===== src/rtl/rgb2y_ctrl.sv =====
// rgb2y_ctrl: raster timing and coefficient controller for the rgb2y converter.
//
// Walks an H_TOT x V_TOT raster while running, reads pixel memory for the
// H_ACT x V_ACT active window, and produces dv/hs/vs aligned to the one-cycle
// memory read latency. Coefficient writes are staged in shadow registers and
// only applied at a frame boundary (or at once when idle), so kr_o/kb_o never
// change within a frame.
//
// Ports:
//   clk, rst            clock, synchronous active-high reset
//   run_i               level request to generate frames
//   cfg_wr_i            strobe capturing cfg_kr_i / cfg_kb_i into the shadow
//   rd_o, addr_o        pixel memory read enable and address (row*H_ACT+col)
//   dv_o, hs_o, vs_o    timing to rgb2y, one cycle behind rd_o/addr_o
//   kr_o, kb_o          applied coefficients
//   upd_o               one-cycle pulse when new coefficients take effect
//   busy_o              high while a frame is being generated or finishing
//   frame_cnt_o         completed frame count (only with RGB2Y_CTRL_FRAME_CNT_EN)
//
// Optional feature: define RGB2Y_CTRL_FRAME_CNT_EN to add frame_cnt_o.
//
// state    | meaning
// ---------+---------------------------------------------------------------
// IDLE     | raster parked at col=row=0, no reads, coefficients apply at once
// RUN      | generating frames, run_i held high
// STOPPING | run_i dropped, finishing the current frame
module rgb2y_ctrl #(
   parameter int H_ACT  = 512,
   parameter int V_ACT  = 512,
   parameter int H_TOT  = 563,
   parameter int V_TOT  = 563,
   parameter int HS_BEG = 523,
   parameter int HS_END = 531,
   parameter int VS_BEG = 523,
   parameter int VS_END = 531,
   parameter int KR_DEF = 27865,
   parameter int KB_DEF = 9463,
   parameter int ADDR_W = 18
) (
   input  logic                clk,
   input  logic                rst,
   input  logic                run_i,
   input  logic                cfg_wr_i,
   input  logic signed [17:0]  cfg_kr_i,
   input  logic signed [17:0]  cfg_kb_i,
   output logic                rd_o,
   output logic [ADDR_W-1:0]   addr_o,
   output logic                dv_o,
   output logic                hs_o,
   output logic                vs_o,
   output logic signed [17:0]  kr_o,
   output logic signed [17:0]  kb_o,
   output logic                upd_o,
   output logic                busy_o
`ifdef RGB2Y_CTRL_FRAME_CNT_EN
   ,
   output logic [15:0]         frame_cnt_o
`endif
);

   localparam int CW = (H_TOT > 1) ? $clog2(H_TOT) : 1;
   localparam int RW = (V_TOT > 1) ? $clog2(V_TOT) : 1;

   localparam logic [CW-1:0] H_LAST_C = CW'(H_TOT - 1);
   localparam logic [RW-1:0] V_LAST_C = RW'(V_TOT - 1);
   localparam logic [CW-1:0] H_ACT_C  = CW'(H_ACT);
   localparam logic [RW-1:0] V_ACT_C  = RW'(V_ACT);
   localparam logic [CW-1:0] HS_BEG_C = CW'(HS_BEG);
   localparam logic [CW-1:0] HS_END_C = CW'(HS_END);
   localparam logic [RW-1:0] VS_BEG_C = RW'(VS_BEG);
   localparam logic [RW-1:0] VS_END_C = RW'(VS_END);
   localparam logic signed [17:0] KR_DEF_C = 18'(KR_DEF);
   localparam logic signed [17:0] KB_DEF_C = 18'(KB_DEF);

   typedef enum logic [1:0] {
      ST_IDLE,
      ST_RUN,
      ST_STOPPING
   } state_t;

   state_t                state, state_nxt;
   logic [CW-1:0]         col, col_nxt;
   logic [RW-1:0]         row, row_nxt;
   logic                  active;
   logic                  frame_end;
   logic                  pix_vis;
   logic                  apply;
   logic                  pending;
   logic signed [17:0]    kr_sh, kb_sh;

   assign active    = (state != ST_IDLE);
   assign frame_end = (col == H_LAST_C) && (row == V_LAST_C);
   assign pix_vis   = active && (col < H_ACT_C) && (row < V_ACT_C);
   assign apply     = !active || frame_end;

   assign rd_o   = pix_vis;
   assign addr_o = pix_vis ? (ADDR_W'(row) * ADDR_W'(H_ACT) + ADDR_W'(col)) : '0;
   assign busy_o = active;

   // Dropping run_i on the frame-end cycle itself goes straight to IDLE:
   // the frame is already complete and no further frame must be started.
   always_comb begin
      state_nxt = state;
      col_nxt   = '0;
      row_nxt   = '0;
      case (state)
         ST_IDLE:     if (run_i) state_nxt = ST_RUN;
         ST_RUN:      if (!run_i) state_nxt = frame_end ? ST_IDLE : ST_STOPPING;
         ST_STOPPING: begin
            if (run_i)          state_nxt = ST_RUN;
            else if (frame_end) state_nxt = ST_IDLE;
         end
         default:     state_nxt = ST_IDLE;
      endcase
      if (active && !frame_end) begin
         if (col == H_LAST_C) begin
            col_nxt = '0;
            row_nxt = row + RW'(1);
         end else begin
            col_nxt = col + CW'(1);
            row_nxt = row;
         end
      end
   end

   always_ff @(posedge clk) begin
      if (rst) begin
         state   <= ST_IDLE;
         col     <= '0;
         row     <= '0;
         dv_o    <= 1'b0;
         hs_o    <= 1'b0;
         vs_o    <= 1'b0;
         upd_o   <= 1'b0;
         kr_o    <= KR_DEF_C;
         kb_o    <= KB_DEF_C;
         kr_sh   <= KR_DEF_C;
         kb_sh   <= KB_DEF_C;
         pending <= 1'b0;
      end else begin
         state <= state_nxt;
         col   <= col_nxt;
         row   <= row_nxt;
         dv_o  <= pix_vis;
         hs_o  <= active && (col >= HS_BEG_C) && (col <= HS_END_C);
         vs_o  <= active && (row >= VS_BEG_C) && (row <= VS_END_C);
         upd_o <= apply && pending;
         if (apply && pending) begin
            kr_o <= kr_sh;
            kb_o <= kb_sh;
         end
         // A write on the apply cycle wins: the old shadow goes out, the new
         // value stays pending for the next apply point.
         if (cfg_wr_i) begin
            kr_sh   <= cfg_kr_i;
            kb_sh   <= cfg_kb_i;
            pending <= 1'b1;
         end else if (apply) begin
            pending <= 1'b0;
         end
      end
   end

`ifdef RGB2Y_CTRL_FRAME_CNT_EN
   always_ff @(posedge clk) begin
      if (rst)                    frame_cnt_o <= '0;
      else if (active && frame_end) frame_cnt_o <= frame_cnt_o + 16'd1;
   end
`endif

endmodule


===== config.mk =====
export PLATFORM = sky130hd
export DESIGN_NAME = rgb2y_ctrl
export DESIGN_NICKNAME = d
export VERILOG_FILES = /design/src/rtl/rgb2y_ctrl.sv
export SDC_FILE = /design/constraint.sdc
export NUM_CORES = 1
export LEC_CHECK = 0
export CAP_MARGIN = 0
export CELL_PAD_IN_SITES_DETAIL_PLACEMENT = 0
export CELL_PAD_IN_SITES_GLOBAL_PLACEMENT = 1
export CORE_MARGIN = 2
export CORE_UTILIZATION = 38
export CTS_CLUSTER_SIZE = 20
export DETAILED_ROUTE_END_ITERATION = 12
export HOLD_SLACK_MARGIN = 0.05
export PLACE_DENSITY_LB_ADDON = 0.08
export SKIP_CTS_REPAIR_TIMING = 1
export SLEW_MARGIN = 20
export SYNTH_ARGS = -nofsm -noshare
export SYNTH_HDL_FRONTEND = slang
export SYNTH_SLANG_ARGS = --single-unit

===== constraint.sdc =====
create_clock -name clk -period 2.51 [get_ports clk]
set_input_delay 0.6275 -clock clk [delete_from_list [all_inputs] [get_ports clk]]
set_output_delay 0.6275 -clock clk [all_outputs]
set_load 0.05 [all_outputs]

Word-level counts from Yosys, hierarchy flattened
Cells that the tools add are included.

Register bits: 99. Bits of input ports: 40. Output and inout port bits: 60.

$add $sub $neg: 3. Order comparisons: 6. Equal/unequal tests: 7. Multiplexer cells: 9. Bitwise gates (word level): 1. Reduce and logical (&&, ||, !) cells: 18.

Operator list (number): adder 10 x 1 -> 10 bit, second input constant (2); equality test 10 bit, second input constant (2); greater-or-equal comparator 10 bit, second input constant (2); less-or-equal comparator 10 bit, second input constant (2); less-than comparator 10 bit, second input constant (2); adder 18 x 10 -> 18 bit (1); two-way mux 18 bit (1); two-way mux 2 bit (5); logical AND 1 bit (9); case mux 2 bit (3 select lines) (1); inequality test 2 bit, second input constant (2); nonzero test 2 bit (2); inequality test 3 bit, second input constant (1); AND reduction 3 bit (1); OR reduction 3 bit (1); equality test 2 x 1 -> 1 bit, second input constant (1); equality test 2 bit, second input constant (1); logical NOT 1 bit (2); logical NOT 2 bit (1); two-way mux 1 bit (2); OR reduction 2 bit (1); logical OR 1 bit (1); inverter 1 bit (1).

Logic depth before layout (Yosys ltp)
Word-level depth: 6. Gate-level depth with buffers: 8.

Least setup slack after synthesis
Ideal clock, no wire load.

Path kind: reg2out. From: register row[2]. To: output port addr_o[14]. Arrival time: 1885 ps. Slack: -3 ps. Stages on the path, launching flop included: 5. Cells stage by stage: dfxtp_1 -> clkbuf_1 -> nand3_1 -> or3_1 -> a21oi_1.

Cells in the longest elaborated chain, start to end: 3. Elaborated cells on any way between the ends: 4.

RTL lines: from (decl) (line 83) `logic [RW-1:0] row, row_nxt;`; from (signal assigned) (line 143) `row <= row_nxt;`; parallel branches: the longest is 2 deep, another holds adder 18 x 10 -> 18 bit; two-way mux 18 bit * (line 97) `assign addr_o = pix_vis ? (ADDR_W'(row) * ADDR_W'(H_ACT) + ADDR_W'(col)) : '0;`; to (decl) (line 47) `output logic [ADDR_W-1:0] addr_o,`.

Mark *: on every way between the ends.

Worst setup path after layout
From: register row[0]. To: output port addr_o[17].

The elaborated chain is that of the path after synthesis.

==> flow_summary.ini <==
[detailed_routing]
vias = 3280
vias_per_cell = 4.76
drt-pass1-iter-count = 4
ant_nets = 0
drt_iter0_markers = 124
drc_errors = 0
wire_per_inst_um = 13.6
drt-total-wl_mm = 9.34

[floorplanning]
die-area_sq_um = 12200
die_y_um = 110
num_rows = 38
ioPinCount = 100
fp.dieW_um = 110
coreArea_sq_um = 10900
start_util_pct = 39.2

[placement]
place_ws_ns = 0.230
gp_congestion = 0.760
port_buffers = 99
dpl.cell_count = 674
dp_hpwl_mm = 6.51

[clock_network]
clock_path_buffers = 2
clk_latency_ns = 0.33
clkTransAtPathRegs_ns = 0.06
htree_levels = 3
cts_made_buffers = 9
tritoncts = built
cts_sinks = 99
cts_root_buf = clkbuf_16

[timing]
fin_skew_ns = 0.00457
tightest_slew_ns = 0.558
max_freq_ghz = 0.414
final.period_utilization_pct = 96.3
drv_slew = 0
finalHoldViolCount = 0
min_period_ns = 2.42
setup_slack_ns = 0.0933
rsz0062_at_grt = yes
tns_ns = 0
slew_headroom_pct = 62.8
setup_viol = 0

[global_route]
antenna_found_initial = 0
gr-usage-all-layers_pct = 16.3
grt_pass1_vias = 3174
grt_pass1_wl_mm = 15.3
grt_max_degree = 59
gr-total-overflow = 0

[layout]
fin_nets = 591
layout.cells.non_filler = 689
insertedDiodeCount = 0
drive_above_1_share_pct = 10.4
area_delta_synth_final_pct = 37.1

[synth]
synthCells = 456
yosysWarningCount = 0
ys_ff_latch = 99
synth.distinct_cells = 41
synth_fp_nets = 502
syn-cell-area_sq_um = 4290
ys_seq_area_share_pct = 46.2
avgSynthCellArea_sq_um = 9.41

[power]
peakVddDrop_v = 0.000296
powerDensity_nw_per_um2 = 584
p_leak_nw = 2.18

[setup_path]
reg2reg_depth = 5
crit_required_ns = 1.88
r2r_slack_ns = 0.23
worstSetupEndpointType = output pin
path_class = register to output pin
crit_fanout = 5
cp-startpoint = row[0]
regToRegEndpoint = kb_o[12]
reg2reg_from = col[7]
crit_arrival_ns = 1.79
endpoint = addr_o[17]
worstSetupStartpointType = register

[min_path]
hold_path.class = register to register

[flow_run]
drv_cap = 0

[run_status]
status = complete, no violations
## state kept, by name, summed over array words and instances, names as in the netlist, 2 cells and up
name / flops
kb_o: 18
kr_sh: 18
kr_o: 18
kb_sh: 18
col: 10
row: 10
state: 2
## cell usage in the layout, fill, tap and decap left out, types with 3 or more instances in the layout
master	n
a211o_1	18
a21oi_1	5
and2_1	9
and4_1	3
buf_12	21
buf_4	8
clkbuf_16	9
clkdlybuf4s50_1	77
dfxtp_1	97
ha_1	4
inv_1	8
mux2i_1	54
nand2_1	12
nand2b_1	36
nand3_1	8
nand4_1	4
nor2_1	85
nor2b_1	19
nor3b_1	3
nor4_1	4
o21ai_0	4
or3_1	5
xnor2_1	10
xor2_1	9
## critical path, cell delays in order (launching register included)
cell	delay, ns
dfxtp_4	0.37
ha_2	0.18
ha_2	0.21
and4_1	0.20
nand2_1	0.06
xor2_1	0.15
nor2_2	0.13
buf_12	0.15
## layer usage
metal	GRT usage [%]	vias to the layer above	routed length, um
li1	-	1695	-
met1	20.9	1505	4290
met2	26.2	70	4430
met3	3.59	10	476
met4	7.14	0	144
met5	0	-	0
## layout make-up
cell class                      count  area (sq um)
Timing Repair Buffer              108          1270
Fill cell                        1031          5050
Tap cell                          140           175
Multi-Input combinational cell    318          2120
Clock inverter                      2          35.0
Inverter                            9          33.8
Sequential cell                    99          1990
Clock buffer                       13           260
## logic make-up after synthesis
group | share of synthesized area [%]
muxes | 12.6
AOI/OAI and AO/OA | 6.48
and+or+nand+nor | 24.3
adders and majority gates | 1.75
xor gates and xnor gates | 3.88
DFF | 46.2
buffers and inverters | 4.75
## worst min-delay path by stage
stage	from	end	slack, ns	cells after the start
after global routing	kr_o[15]	kr_o[15]	0.49	2
after detailed placement	kr_o[2]	kr_o[2]	0.46	2
after floorplan	col[0]	col[0]	0.44	1
final	kr_sh[12]	kr_o[12]	0.47	2
after global placement	kr_sh[16]	kr_o[16]	0.45	2
after CTS	kb_sh[9]	kb_o[9]	0.48	2
## report_power, final
group | switching, mW | internal (mW) | total (mW)
Combinational | 0.215 | 0.189 | 0.404
Sequential | 0.0289 | 1.63 | 1.66
Clock | 0.549 | 0.821 | 1.37
Total | 0.793 | 2.64 | 3.43
## Yosys cell counts
master	count	area share [%]
o22ai_2	1	0.29
nor2_1	86	7.5
a2111oi_0	1	0.20
or4_1	2	0.35
buf_6	1	0.26
nand2b_1	36	5.3
or3_1	5	0.73
nand4_1	4	0.58
buf_2	1	0.12
inv_1	9	0.79
nand3_1	8	0.93
clkbuf_1	23	2.0
buf_1	2	0.18
o22ai_1	1	0.15
or3b_2	2	0.41
nor4b_1	1	0.20
and2_1	9	1.3
o21ai_1	1	0.12
ha_1	6	1.8
a211oi_1	2	0.35
xnor2_1	10	2.0
o21ai_0	4	0.47
nor2b_1	19	2.8
o31ai_1	2	0.35
or2_2	2	0.29
or4_4	1	0.26
buf_12	3	1.4
nor4_1	4	0.58
nor3_1	2	0.23
o211ai_1	1	0.18
mux2i_1	54	13
nor3b_1	3	0.53
nand2_1	12	1.1
a211o_1	18	3.7
dfxtp_1	99	46
a21oi_1	6	0.70
xor2_1	9	1.8
and3_1	1	0.15
or4b_1	1	0.23
or4b_4	1	0.32
and4_1	3	0.61
## stage by stage
| step | hold WS [ns] | power, mW | instance area [sq um] | utilization [%] |
|---|---|---|---|---|
| after floorplan | 0.437 | 1.96 | 4290 | - |
| after global placement | 0.454 | 2.10 | 5570 | 50.9 |
| after detailed placement | 0.460 | 2.11 | 5570 | 50.9 |
| after CTS | 0.475 | 3.49 | 5870 | 53.6 |
| after global routing | 0.489 | 3.59 | 5880 | 53.8 |
| final | 0.470 | 3.43 | 5880 | 53.8 |
(Power assumes the default switching activity.)
